$ cat src/rtl/sobel_frame_ctrl_if.sv
// Handshake bundle between the frame controller, the pixel source, the Sobel
// datapath and the frame consumer.
interface sobel_frame_ctrl_if #(
    parameter int WIDTH  = 9,
    parameter int HEIGHT = 9
);
    logic                      start;
    logic                      pix_in;
    logic                      pix_valid;
    logic                      pix_ready;
    logic [8:0]                win;
    logic                      win_valid;
    logic                      edge_in;
    logic                      edge_valid;
    logic [WIDTH*HEIGHT-1:0]   bmp_out;
    logic                      frame_valid;
    logic                      frame_ack;
    logic                      busy;

    modport master (
        output start, pix_in, pix_valid, edge_in, edge_valid, frame_ack,
        input  pix_ready, win, win_valid, bmp_out, frame_valid, busy
    );

    modport slave (
        input  start, pix_in, pix_valid, edge_in, edge_valid, frame_ack,
        output pix_ready, win, win_valid, bmp_out, frame_valid, busy
    );
endinterface

$ cat src/rtl/sobel_frame_ctrl.sv
// Frame controller: buffers a serial binary image, walks every interior 3x3
// window through the Sobel datapath and publishes the edge bitmap.
module sobel_frame_ctrl #(
    parameter int WIDTH  = 9,
    parameter int HEIGHT = 9
) (
    input  logic              dclk,
    input  logic              clr,
    sobel_frame_ctrl_if.slave bus
);
    localparam int N  = WIDTH * HEIGHT;
    localparam int IW = $clog2(N);
    localparam int RW = $clog2(HEIGHT);
    localparam int CW = $clog2(WIDTH);

    typedef enum logic [2:0] {IDLE, LOAD, SCAN, WAIT, HOLD} state_t;

    state_t          state_reg, state_next;
    logic [IW-1:0]   cnt_reg, cnt_next;
    logic [RW-1:0]   r_reg, r_next;
    logic [CW-1:0]   c_reg, c_next;
    logic [N-1:0]    frame_reg, frame_next;
    logic [N-1:0]    result_reg, result_next;
    logic [N-1:0]    bmp_reg;
    logic [8:0]      win_reg, win_next;
    logic            win_valid_reg;
    logic            pix_ready_reg;
    logic            frame_valid_reg;
    logic            busy_reg;
    logic [IW-1:0]   res_idx;
    logic [IW-1:0]   win_base;
    logic            last_window;

    assign res_idx     = IW'(int'(r_reg) * WIDTH + int'(c_reg));
    assign last_window = (r_reg == RW'(HEIGHT - 2)) && (c_reg == CW'(WIDTH - 2));

    always_comb begin
        state_next  = state_reg;
        cnt_next    = cnt_reg;
        r_next      = r_reg;
        c_next      = c_reg;
        frame_next  = frame_reg;
        result_next = result_reg;
        case (state_reg)
            IDLE: begin
                if (bus.start) begin
                    state_next = LOAD;
                    cnt_next   = '0;
                end
            end
            LOAD: begin
                if (bus.pix_valid) begin
                    frame_next[cnt_reg] = bus.pix_in;
                    cnt_next            = cnt_reg + IW'(1);
                    if (cnt_reg == IW'(N - 1)) begin
                        state_next = SCAN;
                        r_next     = RW'(1);
                        c_next     = CW'(1);
                    end
                end
            end
            SCAN: state_next = WAIT;
            WAIT: begin
                if (bus.edge_valid) begin
                    result_next[res_idx] = bus.edge_in;
                    if (last_window) begin
                        state_next = HOLD;
                    end else begin
                        state_next = SCAN;
                        if (c_reg == CW'(WIDTH - 2)) begin
                            c_next = CW'(1);
                            r_next = r_reg + RW'(1);
                        end else begin
                            c_next = c_reg + CW'(1);
                        end
                    end
                end
            end
            HOLD: begin
                if (bus.frame_ack) state_next = IDLE;
            end
            default: state_next = IDLE;
        endcase
    end

    // The window is gathered from the next-cycle frame and position so it is
    // already registered during the SCAN cycle (the last pixel may be in it).
    assign win_base = IW'((int'(r_next) - 1) * WIDTH + int'(c_next) - 1);

    for (genvar gi = 0; gi < 9; gi++) begin : g_win
        localparam logic [IW-1:0] OFF = IW'((gi / 3) * WIDTH + (gi % 3));
        assign win_next[gi] = frame_next[win_base + OFF];
    end

    always_ff @(posedge dclk) begin
        if (clr) begin
            state_reg       <= IDLE;
            cnt_reg         <= '0;
            r_reg           <= '0;
            c_reg           <= '0;
            frame_reg       <= '0;
            result_reg      <= '0;
            bmp_reg         <= '0;
            win_reg         <= '0;
            win_valid_reg   <= 1'b0;
            pix_ready_reg   <= 1'b0;
            frame_valid_reg <= 1'b0;
            busy_reg        <= 1'b0;
        end else begin
            state_reg       <= state_next;
            cnt_reg         <= cnt_next;
            r_reg           <= r_next;
            c_reg           <= c_next;
            frame_reg       <= frame_next;
            result_reg      <= result_next;
            win_valid_reg   <= (state_next == SCAN);
            pix_ready_reg   <= (state_next == LOAD);
            frame_valid_reg <= (state_next == HOLD);
            busy_reg        <= (state_next != IDLE);
            if (state_next == SCAN) win_reg <= win_next;
            if (state_next == HOLD && state_reg != HOLD) bmp_reg <= result_next;
        end
    end

    assign bus.pix_ready   = pix_ready_reg;
    assign bus.win         = win_reg;
    assign bus.win_valid   = win_valid_reg;
    assign bus.bmp_out     = bmp_reg;
    assign bus.frame_valid = frame_valid_reg;
    assign bus.busy        = busy_reg;
endmodule

$ cat src/flat_wrapper.sv
// flat-port wrapper written by rule: the top's interface ports become plain ports
module sobel_frame_ctrl_flat 
#(
    parameter int WIDTH  = 9,
    parameter int HEIGHT = 9
)
  (dclk, clr, bus_start, bus_pix_in, bus_pix_valid, bus_edge_in, bus_edge_valid, bus_frame_ack, bus_pix_ready, bus_win, bus_win_valid, bus_bmp_out, bus_frame_valid, bus_busy);
  sobel_frame_ctrl_if #(.WIDTH(WIDTH), .HEIGHT(HEIGHT)) bus_i ();
  input  logic dclk;
  input  logic clr;
  input wire logic [$bits(bus_i.start)-1:0] bus_start;
  input wire logic [$bits(bus_i.pix_in)-1:0] bus_pix_in;
  input wire logic [$bits(bus_i.pix_valid)-1:0] bus_pix_valid;
  input wire logic [$bits(bus_i.edge_in)-1:0] bus_edge_in;
  input wire logic [$bits(bus_i.edge_valid)-1:0] bus_edge_valid;
  input wire logic [$bits(bus_i.frame_ack)-1:0] bus_frame_ack;
  output wire logic [$bits(bus_i.pix_ready)-1:0] bus_pix_ready;
  output wire logic [$bits(bus_i.win)-1:0] bus_win;
  output wire logic [$bits(bus_i.win_valid)-1:0] bus_win_valid;
  output wire logic [$bits(bus_i.bmp_out)-1:0] bus_bmp_out;
  output wire logic [$bits(bus_i.frame_valid)-1:0] bus_frame_valid;
  output wire logic [$bits(bus_i.busy)-1:0] bus_busy;
  assign bus_i.start = bus_start;
  assign bus_i.pix_in = bus_pix_in;
  assign bus_i.pix_valid = bus_pix_valid;
  assign bus_i.edge_in = bus_edge_in;
  assign bus_i.edge_valid = bus_edge_valid;
  assign bus_i.frame_ack = bus_frame_ack;
  assign bus_pix_ready = bus_i.pix_ready;
  assign bus_win = bus_i.win;
  assign bus_win_valid = bus_i.win_valid;
  assign bus_bmp_out = bus_i.bmp_out;
  assign bus_frame_valid = bus_i.frame_valid;
  assign bus_busy = bus_i.busy;
  sobel_frame_ctrl #(.WIDTH(WIDTH), .HEIGHT(HEIGHT)) u_core (.dclk(dclk), .clr(clr), .bus(bus_i));
endmodule
$ cat config.mk
export PLATFORM = sky130hd
export DESIGN_NAME = sobel_frame_ctrl_flat
export DESIGN_NICKNAME = d
export VERILOG_FILES = /design/src/rtl/sobel_frame_ctrl_if.sv /design/src/rtl/sobel_frame_ctrl.sv /design/src/flat_wrapper.sv
export SDC_FILE = /design/constraint.sdc
export NUM_CORES = 1
export LEC_CHECK = 0
export BUFFER_PORTS_ARGS = -buffer_cell sky130_fd_sc_hd__buf_2
export CAP_MARGIN = 20
export CORE_AREA = 5 5 156 218
export CTS_CLUSTER_SIZE = 25
export DETAILED_ROUTE_END_ITERATION = 12
export DIE_AREA = 0 0 161 223
export MAX_ROUTING_LAYER = met4
export PLACE_DENSITY = 0.75
export SLEW_MARGIN = 20
export SYNTH_ARGS = -nofsm -noshare
export SYNTH_HDL_FRONTEND = slang
export SYNTH_SLANG_ARGS = --single-unit
$ cat constraint.sdc
create_clock -name dclk -period 19.92 [get_ports dclk]
set_input_delay 0.996 -clock dclk [delete_from_list [all_inputs] [get_ports dclk]]
set_output_delay 0.996 -clock dclk [all_outputs]
set_load 0.05 [all_outputs]
Word level (Yosys, flattened, before mapping):

Cells that the tools add are included.

* register bits after elaboration: 274
* output and inout port bits: 94
* logic and storage cells: 113

* add/subtract/negate cells: 15
* multiply operators: 2
* magnitude comparators: 13
* equality and inequality tests: 13
* mux-type cells: 50
* reduce and logical (&&, ||, !) cells: 8

Operator list (count)
* two-way mux 81 bit: 4
* bitwise mux 81 bit: 2
* < comparator 7 x 8 -> 1 bit (second input constant): 11
* binary-select mux 1 bit (select 7 bit): 9
* two-way mux 4 bit: 10
* multiplier 32 x 5 -> 7 bit (second input constant): 1
* adder 7 x 4 -> 7 bit (second input constant): 3
* adder 7 x 5 -> 7 bit (second input constant): 3
* two-way mux 3 bit: 6
* one-hot mux 4 bit (2 select lines): 2
* one-hot mux 3 bit (5 select lines): 1
* adder 7 x 1 -> 7 bit (second input constant): 2
* adder 7 x 5 -> 7 bit: 2
* demux 1 bit (select 7 bit): 2
* >= comparator 7 x 1 -> 1 bit (second input constant): 2
* two-way mux 7 bit: 2
* one-hot mux 7 bit (2 select lines): 1
* two-way mux 1 bit: 11
* == test 3 x 2 -> 1 bit (second input constant): 3
* adder 4 x 1 -> 4 bit (second input constant): 2
* == test 4 x 3 -> 1 bit (second input constant): 2
* adder 7 x 2 -> 7 bit (second input constant): 1
* == test 7 bit (second input constant): 1
* multiplier 4 x 4 -> 7 bit (second input constant): 1
* other kinds (11): 17

Depth between registers and ports, before layout:

Gate-level depths: netlist of run 1.

* depth in word-level cells: 12
* gate-level depth with buffers: 29
* mapped depth without buffers: 25

Least setup slack after synthesis of run 1:

Ideal clock, no wire load.

* path kind: input -> register
* start: in bus_edge_valid
* end: reg u_core.win_reg[6], in the netlist u_core.bus.win[6]
* arrival: 6.372 ns
* data required time: 19.778 ns
* setup slack: 13.407 ns
* cell stages on the path: 23
* path buffers: 3
* path through: buf_2 nand4b_1 nor3_2 a31oi_1 mux2_2 ha_1 xor2_1 inv_1 ha_1 inv_1 fa_1 fa_1 buf_2 inv_1 ha_1 clkbuf_1 a22o_1 a222oi_1 a21boi_0 xnor2_1 mux4_2 o211ai_1 a311oi_1

* cells in the longest elaborated chain, start to end: 9
* elaborated cells between the ends (all ways): 14
* classes of those cells: 4 x add/sub; 1 x mul; 1 x eq/ne; 8 x mux

RTL lines
* start, declared: line flat_wrapper.sv:15 `input wire logic [$bits(bus_i.edge_valid)-1:0] bus_edge_valid;`
* two-way mux 4 bit: line sobel_frame_ctrl.sv:64 `if (bus.edge_valid) begin`
* one-hot mux 4 bit (2 select lines): line sobel_frame_ctrl.sv:44 `case (state_reg)`
* subtractor 4 x 1 -> 5 bit: line sobel_frame_ctrl.sv:88 `assign win_base = IW'((int'(r_next) - 1) * WIDTH + int'(c_next) - 1);`
* multiplier 32 x 5 -> 7 bit: line sobel_frame_ctrl.sv:88
* adder 7 x 5 -> 7 bit: line sobel_frame_ctrl.sv:88
* subtractor 7 x 2 -> 7 bit: line sobel_frame_ctrl.sv:88
* adder 7 x 5 -> 7 bit: line sobel_frame_ctrl.sv:92 `assign win_next[gi] = frame_next[win_base + OFF];`
* binary-select mux 1 bit (select 7 bit): line sobel_frame_ctrl.sv:92
* two-way mux 1 bit (not written as such): line sobel_frame_ctrl.sv:92
* end signal, assigned: line sobel_frame_ctrl.sv:120 `if (state_next == SCAN) win_reg <= win_next;`
* end, declared: line sobel_frame_ctrl.sv:25 `logic [8:0] win_reg, win_next;`

Several ways; a longest one is shown, not always the timed one. The select of a mux whose other input is x is not followed.
A chain may end at the register's enable or synchronous reset.

Worst setup path in the final report of run 1:

* start: reg u_core.cnt_reg[0]
* end: reg u_core.win_reg[5], in the netlist u_core.bus.win[5]

* cells in the longest elaborated chain, start to end: 11
* elaborated cells between the ends (all ways): 26
* classes of those cells: 4 x add/sub; 1 x mul; 2 x order compare; 2 x eq/ne; 16 x mux; 1 x reduce/logical

RTL lines
* start, declared: line sobel_frame_ctrl.sv:19 `logic [IW-1:0] cnt_reg, cnt_next;`
* start signal, assigned: line sobel_frame_ctrl.sv:111 `cnt_reg <= cnt_next;`
* == test 7 bit: line sobel_frame_ctrl.sv:55 `if (cnt_reg == IW'(N - 1)) begin`
* two-way mux 4 bit: line sobel_frame_ctrl.sv:55
* two-way mux 4 bit: line sobel_frame_ctrl.sv:52 `if (bus.pix_valid) begin`
* one-hot mux 4 bit (2 select lines): line sobel_frame_ctrl.sv:44
* subtractor 4 x 1 -> 5 bit: line sobel_frame_ctrl.sv:88
* multiplier 32 x 5 -> 7 bit: line sobel_frame_ctrl.sv:88
* adder 7 x 5 -> 7 bit: line sobel_frame_ctrl.sv:88
* subtractor 7 x 2 -> 7 bit: line sobel_frame_ctrl.sv:88
* adder 7 x 4 -> 7 bit: line sobel_frame_ctrl.sv:92
* binary-select mux 1 bit (select 7 bit): line sobel_frame_ctrl.sv:92
* two-way mux 1 bit (not written as such): line sobel_frame_ctrl.sv:92

Several ways; a longest one is shown, not always the timed one. The select of a mux whose other input is x is not followed.

==> reports/results.tsv, run 1 <==
stage	metric	value	unit
status	status	completed	
timing	setup_viol	0	
yosys	synthesis.area	17270	µm²
yosys	ys_warn_count	0	
power	vdd_drop_max	79.14	µV
layout	ff_latch_area	5485	µm²
clock_network	cts_resized	0	
global_routing	antenna_found_initial	0	
min_path	hold-path-cell-count	2	
clock_network	clock-sinks	274	
worst_setup_path	startpoint_type	register	
layout	area.growth.synth_to_final	8.354	%
timing	tns	0	ps
timing	relSlewSlack	27.98	%
place	place_area	17800	µm²
power	finalPower	1.115	mW
yosys	synth_cells	2137	
yosys	synthesis.nets	2188	
yosys	yosysTopAreaCell	dfxtp_1	
power	p_sw_share	24.25	%
timing	finClkSkew	25.50	ps
clock_network	clkSlewWorstSetupHoldPaths	70	ps
timing	max_freq	0.1294	GHz
global_routing	grt_pass1_vias	15529	
worst_setup_path	r2r_slack	12190	ps
floorplan	start_util	53.95	%
layout	antenna_cells	0	
clock_network	cts_buffers	29	
layout	multi_input_area	10890	µm²
layout	fill_cells	2921	
clock_network	cts-root-buf	clkbuf_16	
place	place_hpwl	41390	µm
routing	routed_via_density	6.343	
worst_setup_path	r2r-end	u_core.bus.win[5]$_SDFFE_PP0P_	
yosys	synth-seq-area-share	31.76	%
clock_network	htree_num_levels	1	
worst_setup_path	critPathCaptureType	register	
timing	min_period	7729	ps
yosys	syn_avg_cell_area	8.081	µm²
power	internal_power	0.8446	mW
worst_setup_path	required	20340	ps
routing	wl	58040	µm
floorplan	core_region_area	32010	µm²
min_path	hold_path_startpoint	u_core.frame_reg[23]$_SDFF_PP0_	
layout	final_area	18710	µm²
yosys	ys_ff_latch	274	
floorplan	die_area	35900	µm²
worst_setup_path	cp_data_arrival_time	8150	ps
place	portBuffers	101	
global_routing	track_usage	32.09	%
timing	fin_crit_sh	38.80	%
clock_network	cts_tree	yes	
routing	drc	0	
yosys	synthTopCellsByArea	dfxtp_1 32%, mux2i_1 10%, nor2_1 9.6%	
timing	worst_slew_pin_slew	1080	ps
power	netSwitchingPower	0.2704	mW
layout	drive_above_1_share	12.09	%
clock_network	post-cts-setup-buffers	0	
yosys	async_flop_share	0	%
worst_setup_path	r2r-start	u_core.cnt_reg[0]$_SDFFE_PP0P_	
power	p_leak	6.999	nW
clock_network	postCtsHoldBufs	0	
worst_setup_path	worst-setup-path-type	register to register	
clock_network	clk-insertion-delay-late	580	ps
routing	vias	16131	
run	maxCapViolations	0	
global_routing	grt_pass1_wl	89640	µm
yosys	synth.distinct_cells	90	
yosys	synth_edf_count	0	
timing	hold_viol	0	
floorplan	io_pins	102	
layout	nets	2172	
yosys	synth_top_flop_cell	dfxtp_1	
routing	drt-initial-drc-count	1322	
routing	drt-pass1-iter-count	6	
routing	drtAntennaViolNets	0	
yosys	synth_top_area_share	31.76	%
worst_setup_path	r2r_cells	24	
global_routing	overflow	0	
min_path	min_path_type	register to register	
worst_setup_path	cp_slowest_cell	dfxtp_1	
power	pwr-share-comb	3.6	%
min_path	min_to	u_core.frame_reg[23]$_SDFF_PP0_	
power	clkPwrFrac	47.0	%
clock_network	clk_path_buf_depth	3	
power	p_per_area	59.59	nW/µm²
place	gp_congestion	1.011	
timing	rsz0062_at_grt	no	
floorplan	die_w	161	µm
worst_setup_path	path_cells	inv_1, ha_1, nor2b_1, and3_1, a31oi_1, mux2_2, ha_1, xor2_1, inv_1, ha_1, inv_1, fa_1, fa_1, xnor2_1, buf_4, clkinv_1, ha_1, inv_1, o21ai_0, xnor2_1, mux4_2, nor2_1, a2111oi_0, a2111oi_2	
power	seqPwrFrac	49.4	%
routing	wl_per_cell	22.82	µm
global_routing	grt_max_degree	107	
worst_setup_path	slowest_delay	1000	ps
timing	slew_viol_final	0	
floorplan	core.rowCount	78	
floorplan	die_h	223	µm
worst_setup_path	cp_max_fo	29	
[power by group through the flow]
stage	Combinational [mW]	Sequential, mW	Clock [mW]
6_report	0.0402	0.551	0.524
5_1_grt	0.0423	0.550	0.558
4_1_cts	0.0394	0.551	0.534
3_5_place_dp	0.0393	0.563	0
3_3_place_gp	0.0391	0.563	0
2_1_floorplan	0.0283	0.562	0
[routing by layer]
layer,global-route usage (%),vias to the layer above,wire length [µm]
li1,-,7664,-
met4,18.81,0,3906
met2,53.78,613,28470
met5,-,-,0
met3,4.454,182,3492
met1,36.60,7672,22180
[layout by cell type (no fill, tap or decap), types with 46 or more instances in the layout]
cell type / synthesis / layout
a21oi_1: 79 / 79
dfxtp_1: 274 / 274
nand3_1: 60 / 60
mux2i_1: 175 / 175
o21ai_0: 54 / 54
nand2_1: 153 / 153
buf_2: 35 / 100
a211oi_1: 97 / 97
nor2_1: 440 / 439
inv_1: 46 / 46
[synthesized netlist by cell type (13+ instances only)]
master / number
a41oi_1: 21
nand3_1: 60
o211ai_1: 13
nand4_1: 17
clkbuf_1: 104
and2_1: 19
xor2_1: 20
xnor2_1: 38
mux2_2: 15
buf_1: 25
nor2b_1: 19
mux2i_1: 175
ha_1: 38
nor2_1: 440
a21oi_1: 79
a31oi_1: 26
mux4_2: 27
nand2_1: 153
a211oi_1: 97
or3_1: 13
inv_1: 46
dfxtp_1: 274
nor3_1: 39
a22oi_1: 17
buf_2: 35
nor4_1: 16
o21ai_0: 54
[cells by family after synthesis]
logic type / synth area share [%]
multiplexers: 14.64
buffers and inverters: 5.543
AND/OR/NAND/NOR: 23.12
adder cells (fa/ha/maj): 3.333
flip-flops: 31.76
AO/OA/AOI/OAI: 18.66
XOR/XNOR: 2.942
[worst max path at each step]
stage	from	to	slack, ps	depth (start not counted)
detailed placement	u_core.cnt_reg[0]$_SDFFE_PP0P_	u_core.bus.win[5]$_SDFFE_PP0P_	12330	24
CTS	u_core.cnt_reg[0]$_SDFFE_PP0P_	u_core.bus.win[5]$_SDFFE_PP0P_	12290	24
floorplan	bus_edge_valid	u_core.bus.win[6]$_SDFFE_PP0P_	13410	23
finish	u_core.cnt_reg[0]$_SDFFE_PP0P_	u_core.bus.win[5]$_SDFFE_PP0P_	12190	24
global placement	u_core.cnt_reg[0]$_SDFFE_PP0P_	u_core.bus.win[5]$_SDFFE_PP0P_	12530	24
global route	u_core.cnt_reg[0]$_SDFFE_PP0P_	u_core.bus.win[6]$_SDFFE_PP0P_	11640	24
[worst max-delay path, delay by kind of cell (launching register included)]
| family | cells | cell delay [ps] |
|---|---|---|
| AO/OA/AOI/OAI | 4 | 1060 |
| flip-flops | 1 | 1000 |
| AND/OR/NAND/NOR | 3 | 560 |
| buffers and inverters | 6 | 1230 |
| adder cells (fa/ha/maj) | 6 | 2250 |
| XOR/XNOR | 3 | 870 |
| multiplexers | 2 | 600 |
[stage by stage]
step / instances / hold WS [ps] / setup slack (ps) / util [%]
global placement: 2490 / 461.6 / 12530 / 55.61
CTS: 2543 / 475.9 / 12290 / 58.45
global route: 2543 / 501.8 / 11640 / 58.45
detailed placement: 2490 / 468.5 / 12330 / 55.61
finish: 2543 / 473.9 / 12190 / 58.45
floorplan: 2137 / 442.2 / 13410 / -
[cell type report]
class / instances / area share (%)
Clock buffer: 39 / 4.346
Clock inverter: 14 / 0.5149
Inverter: 48 / 0.9629
Multi-Input combinational cell: 1636 / 58.19
Sequential cell: 274 / 29.31
Tap cell: 400 / 2.675
Timing Repair Buffer: 132 / 3.992
No activity file was read; power rests on OpenSTA's default activity.
==> run 2: changes to the inputs <==
--- a/config.mk
+++ b/config.mk
@@ -5,14 +5,15 @@
 export SDC_FILE = /design/constraint.sdc
 export NUM_CORES = 1
 export LEC_CHECK = 0
+export ABC_AREA = 1
 export BUFFER_PORTS_ARGS = -buffer_cell sky130_fd_sc_hd__buf_2
 export CAP_MARGIN = 20
-export CORE_AREA = 5 5 156 218
+export CORE_AREA = 5 5 152 212
 export CTS_CLUSTER_SIZE = 25
 export DETAILED_ROUTE_END_ITERATION = 12
-export DIE_AREA = 0 0 161 223
+export DIE_AREA = 0 0 157 217
 export MAX_ROUTING_LAYER = met4
-export PLACE_DENSITY = 0.75
+export PLACE_DENSITY = 0.77
 export SLEW_MARGIN = 20
 export SYNTH_ARGS = -nofsm -noshare
 export SYNTH_HDL_FRONTEND = slang
==> constraint.sdc (replaced) <==
create_clock -name dclk -period 6.25 [get_ports dclk]
set_input_delay 0.3125 -clock dclk [delete_from_list [all_inputs] [get_ports dclk]]
set_output_delay 0.3125 -clock dclk [all_outputs]
set_load 0.05 [all_outputs]
==> run 2 against run 1 <==
Compared with the run above: hold slack got worse by 430 ps; first-iteration DRC count increased by 12%; flip-flop and latch count is the same; critical endpoint is now u_core.bus.win[1]$_SDFFE_PP0P_; register-to-register slack worse by 12000 ps; clock skew down 4.3 ps; critical path depth rose by 6; synthesized cell count up 18%.
==> reports/results.tsv, run 2 <==
stage	metric	value	unit	change
worst_setup_path	cp_slowest_cell	fa_1		
yosys	synthMuxAreaShare	4.968	%	-9.7 points
timing	rsz0062_at_grt	no		
yosys	synth_xor_area_share	1.334	%	-1.6 points
global_routing	grt_pass1_vias	16287		+4.9%
place	gp_congestion	1.078		+6.6%
yosys	ys_ff_latch	274		unchanged
yosys	synthSimpleGateAreaFrac	39.27	%	+16 points
yosys	synth_fa_ha_area_share	3.527	%	+0.19 points
place	portBuffers	101		unchanged
yosys	syn_avg_cell_area	6.489	µm²	-20%
global_routing	antenna_found_initial	4		+4
global_routing	grt_max_degree	87		-19%
place	place_area	17000	µm²	-4.5%
clock_network	cts_buffers	27		-6.9%
routing	vias	16811		+4.2%
yosys	ys_warn_count	0		unchanged
timing	worst_slack	522.9	ps	-11670 ps
timing	slew_viol_final	0		unchanged
clock_network	htree_num_levels	1		unchanged
yosys	synthTopCellsByCount	588 x nand2_1, 489 x nand3_1, 291 x nor2_1		
floorplan	core.rowCount	75		-3.8%
timing	max_freq	0.1746	GHz	+35%
yosys	synthesis.nets	2566		+17%
yosys	synth_compound_area_share	8.173	%	-10 points
layout	ff_latch_area	5485	µm²	unchanged
yosys	synth-seq-area-share	33.61	%	+1.8 points
routing	dr.max_layer_used	met4		
layout	final_area	18020	µm²	-3.7%
global_routing	track_usage	32.69	%	+0.59 points
worst_setup_path	critPathCaptureType	register		
clock_network	cts_tree	yes		
yosys	synthesis.area	16320	µm²	-5.5%
layout	mostFrequentLayoutCells	588 x nand2_1, 489 x nand3_1, 286 x nor2_1		
global_routing	grt_pass1_wl	86310	µm	-3.7%
yosys	yosysTopAreaCell	dfxtp_1		
routing	drtAntennaViolNets	0		unchanged
timing	worst_slew_pin_slew	1153	ps	+72.88 ps
floorplan	die_h	217	µm	-2.7%
yosys	synth_top_area_share	33.61	%	+1.8 points
worst_setup_path	cp_max_fo	9		-69%
global_routing	overflow	0		unchanged
clock_network	postCtsHoldBufs	0		unchanged
routing	drt-initial-drc-count	1479		+12%
routing	wl	54990	µm	-5.3%
floorplan	die_w	157	µm	-2.5%
layout	final_core_util	60.21	%	+1.8 points
worst_setup_path	slowest_delay	540	ps	-460 ps
yosys	synth_cells	2515		+18%
yosys	async_flop_share	0	%	unchanged
routing	drt-pass1-iter-count	6		unchanged
layout	nets	2593		+19%
place	place_hpwl	40110	µm	-3.1%
timing	hold_viol	0		unchanged
place	pre_cts_ws	451.9	ps	-11880 ps
yosys	synth_edf_count	0		unchanged
power	vdd_drop_max	215.1	µV	+170%
routing	wl_met3	3218	µm	-7.8%
yosys	synth.distinct_cells	43		-52%
layout	multi_input_area	9387	µm²	-14%
routing	wl_per_cell	18.63	µm	-18%
status	status	completed		
layout	fill_cells	2849		-2.5%
timing	setup_viol	0		unchanged
worst_setup_path	required	6710	ps	-13630 ps
clock_network	clk-insertion-delay-late	580	ps	about the same
yosys	synthTopCellsByArea	dfxtp_1 34%, nand3_1 15%, nand2_1 14%		
routing	routed_via_density	5.697		-10%
min_path	min_path_type	input pin to register		
floorplan	start_util	54.52	%	+0.57 points
yosys	synth.most_common_cell	nand2_1		
clock_network	clock-sinks	274		unchanged
clock_network	clk_path_buf_depth	3		unchanged
power	p_leak	8.550	nW	+22%
yosys	synth_top_family_by_area	simple AND/OR/NAND/NOR gates		
power	p_per_area	215.8	nW/µm²	+260%
routing	wl_met2	26700	µm	-6.2%
layout	drive_above_1_share	10.23	%	-1.9 points
place	dp_cells	2897		+16%
power	finalPower	3.889	mW	+250%
timing	finClkSkew	21.23	ps	-4.269 ps
timing	min_period	5727	ps	-2002 ps
layout	final_common_cell	nand2_1		
routing	drc	0		unchanged
timing	fin_crit_sh	91.63	%	+53 points
run	maxCapViolations	0		unchanged
clock_network	cts-root-buf	clkbuf_16		
clock_network	clkSlewWorstSetupHoldPaths	70	ps	about the same
timing	holdWs	46.42	ps	-427.5 ps
floorplan	die_area	34070	µm²	-5.1%
layout	area.growth.synth_to_final	10.44	%	
timing	tns	0	ps	unchanged
routing	wl_met1	20410	µm	-8.0%
worst_setup_path	worst-setup-path-type	register to register		
floorplan	io_pins	102		unchanged
floorplan	core_region_area	29940	µm²	-6.5%
worst_setup_path	startpoint_type	register		
timing	relSlewSlack	22.84	%	-5.1 points
worst_setup_path	cp_data_arrival_time	6180	ps	-1970 ps
layout	stdcell_count	2951		+16%
yosys	synth_top_flop_cell	dfxtp_1		
run 2: cell count changes after synthesis, sizes merged, moves of 94 or more:
| cell | before | now |
|---|---|---|
| nand2 | 153 | 612 |
| nand3 | 60 | 494 |
| inv | 47 | 229 |
| nor2 | 443 | 309 |
| a211oi | 98 | 0 |
| mux2i | 175 | 81 |
run 2: report_power, final:
group          switching, mW  internal [mW]  total [mW]
clock network          0.743           1.08        1.82
logic                  0.244         0.0706       0.314
registers            0.00358           1.75        1.75
run 2: worst paths after layout:
path / startpoint / end / slack (ps) / depth (start not counted)
min reg2reg: u_core.result_reg[39]$_SDFF_PP0_ / u_core.result_reg[39]$_SDFF_PP0_ / 490 / 2
max: u_core.cnt_reg[0]$_SDFFE_PP0P_ / u_core.bus.win[1]$_SDFFE_PP0P_ / 520 / 30
min: bus_frame_ack / u_core.state_reg[2]$_SDFF_PP0_ / 50 / 3
max reg2reg: u_core.cnt_reg[0]$_SDFFE_PP0P_ / u_core.bus.win[1]$_SDFFE_PP0P_ / 520 / 30
run 2: metal layers:
layer	global-route usage, %	up-vias
li1	-	8261
met5	-	-
met3	4.332	202
met1	34.84	7733
met2	55.23	615
met4	23.42	0
run 2: repair_timing:
item                       4_1_cts  5_1_grt
setup endpoints to repair        0        4
setup buffers                    0        0
resized for setup                0        3
hold endpoints to repair         0        0
run 2: logic make-up after synthesis:
logic type	count (synthesis)
AO/OA/AOI/OAI	258
XOR/XNOR	24
adder cells (fa/ha/maj)	43
buffers and inverters	376
flip-flops	274
multiplexers	81
AND/OR/NAND/NOR	1459
run 2: worst max-delay path, delay by kind of cell, from the launching register on:
kind / cells / cell delay (ps)
AO/OA/AOI/OAI: 2 / 520
buffers and inverters: 7 / 720
AND/OR/NAND/NOR: 14 / 1510
XOR/XNOR: 1 / 310
flip-flops: 1 / 510
adder cells (fa/ha/maj): 6 / 2050
run 2: cell type report:
class                   instances  share of cell area (%)
clock inverters                17                   1.527
well taps                     385                   2.673
repair buffers                137                   4.318
multi-input cells            1865                   52.08
diodes                          4                 0.05554
clock buffers                  32                   3.964
inverters                     237                   4.950
flip-flops and latches        274                   30.43
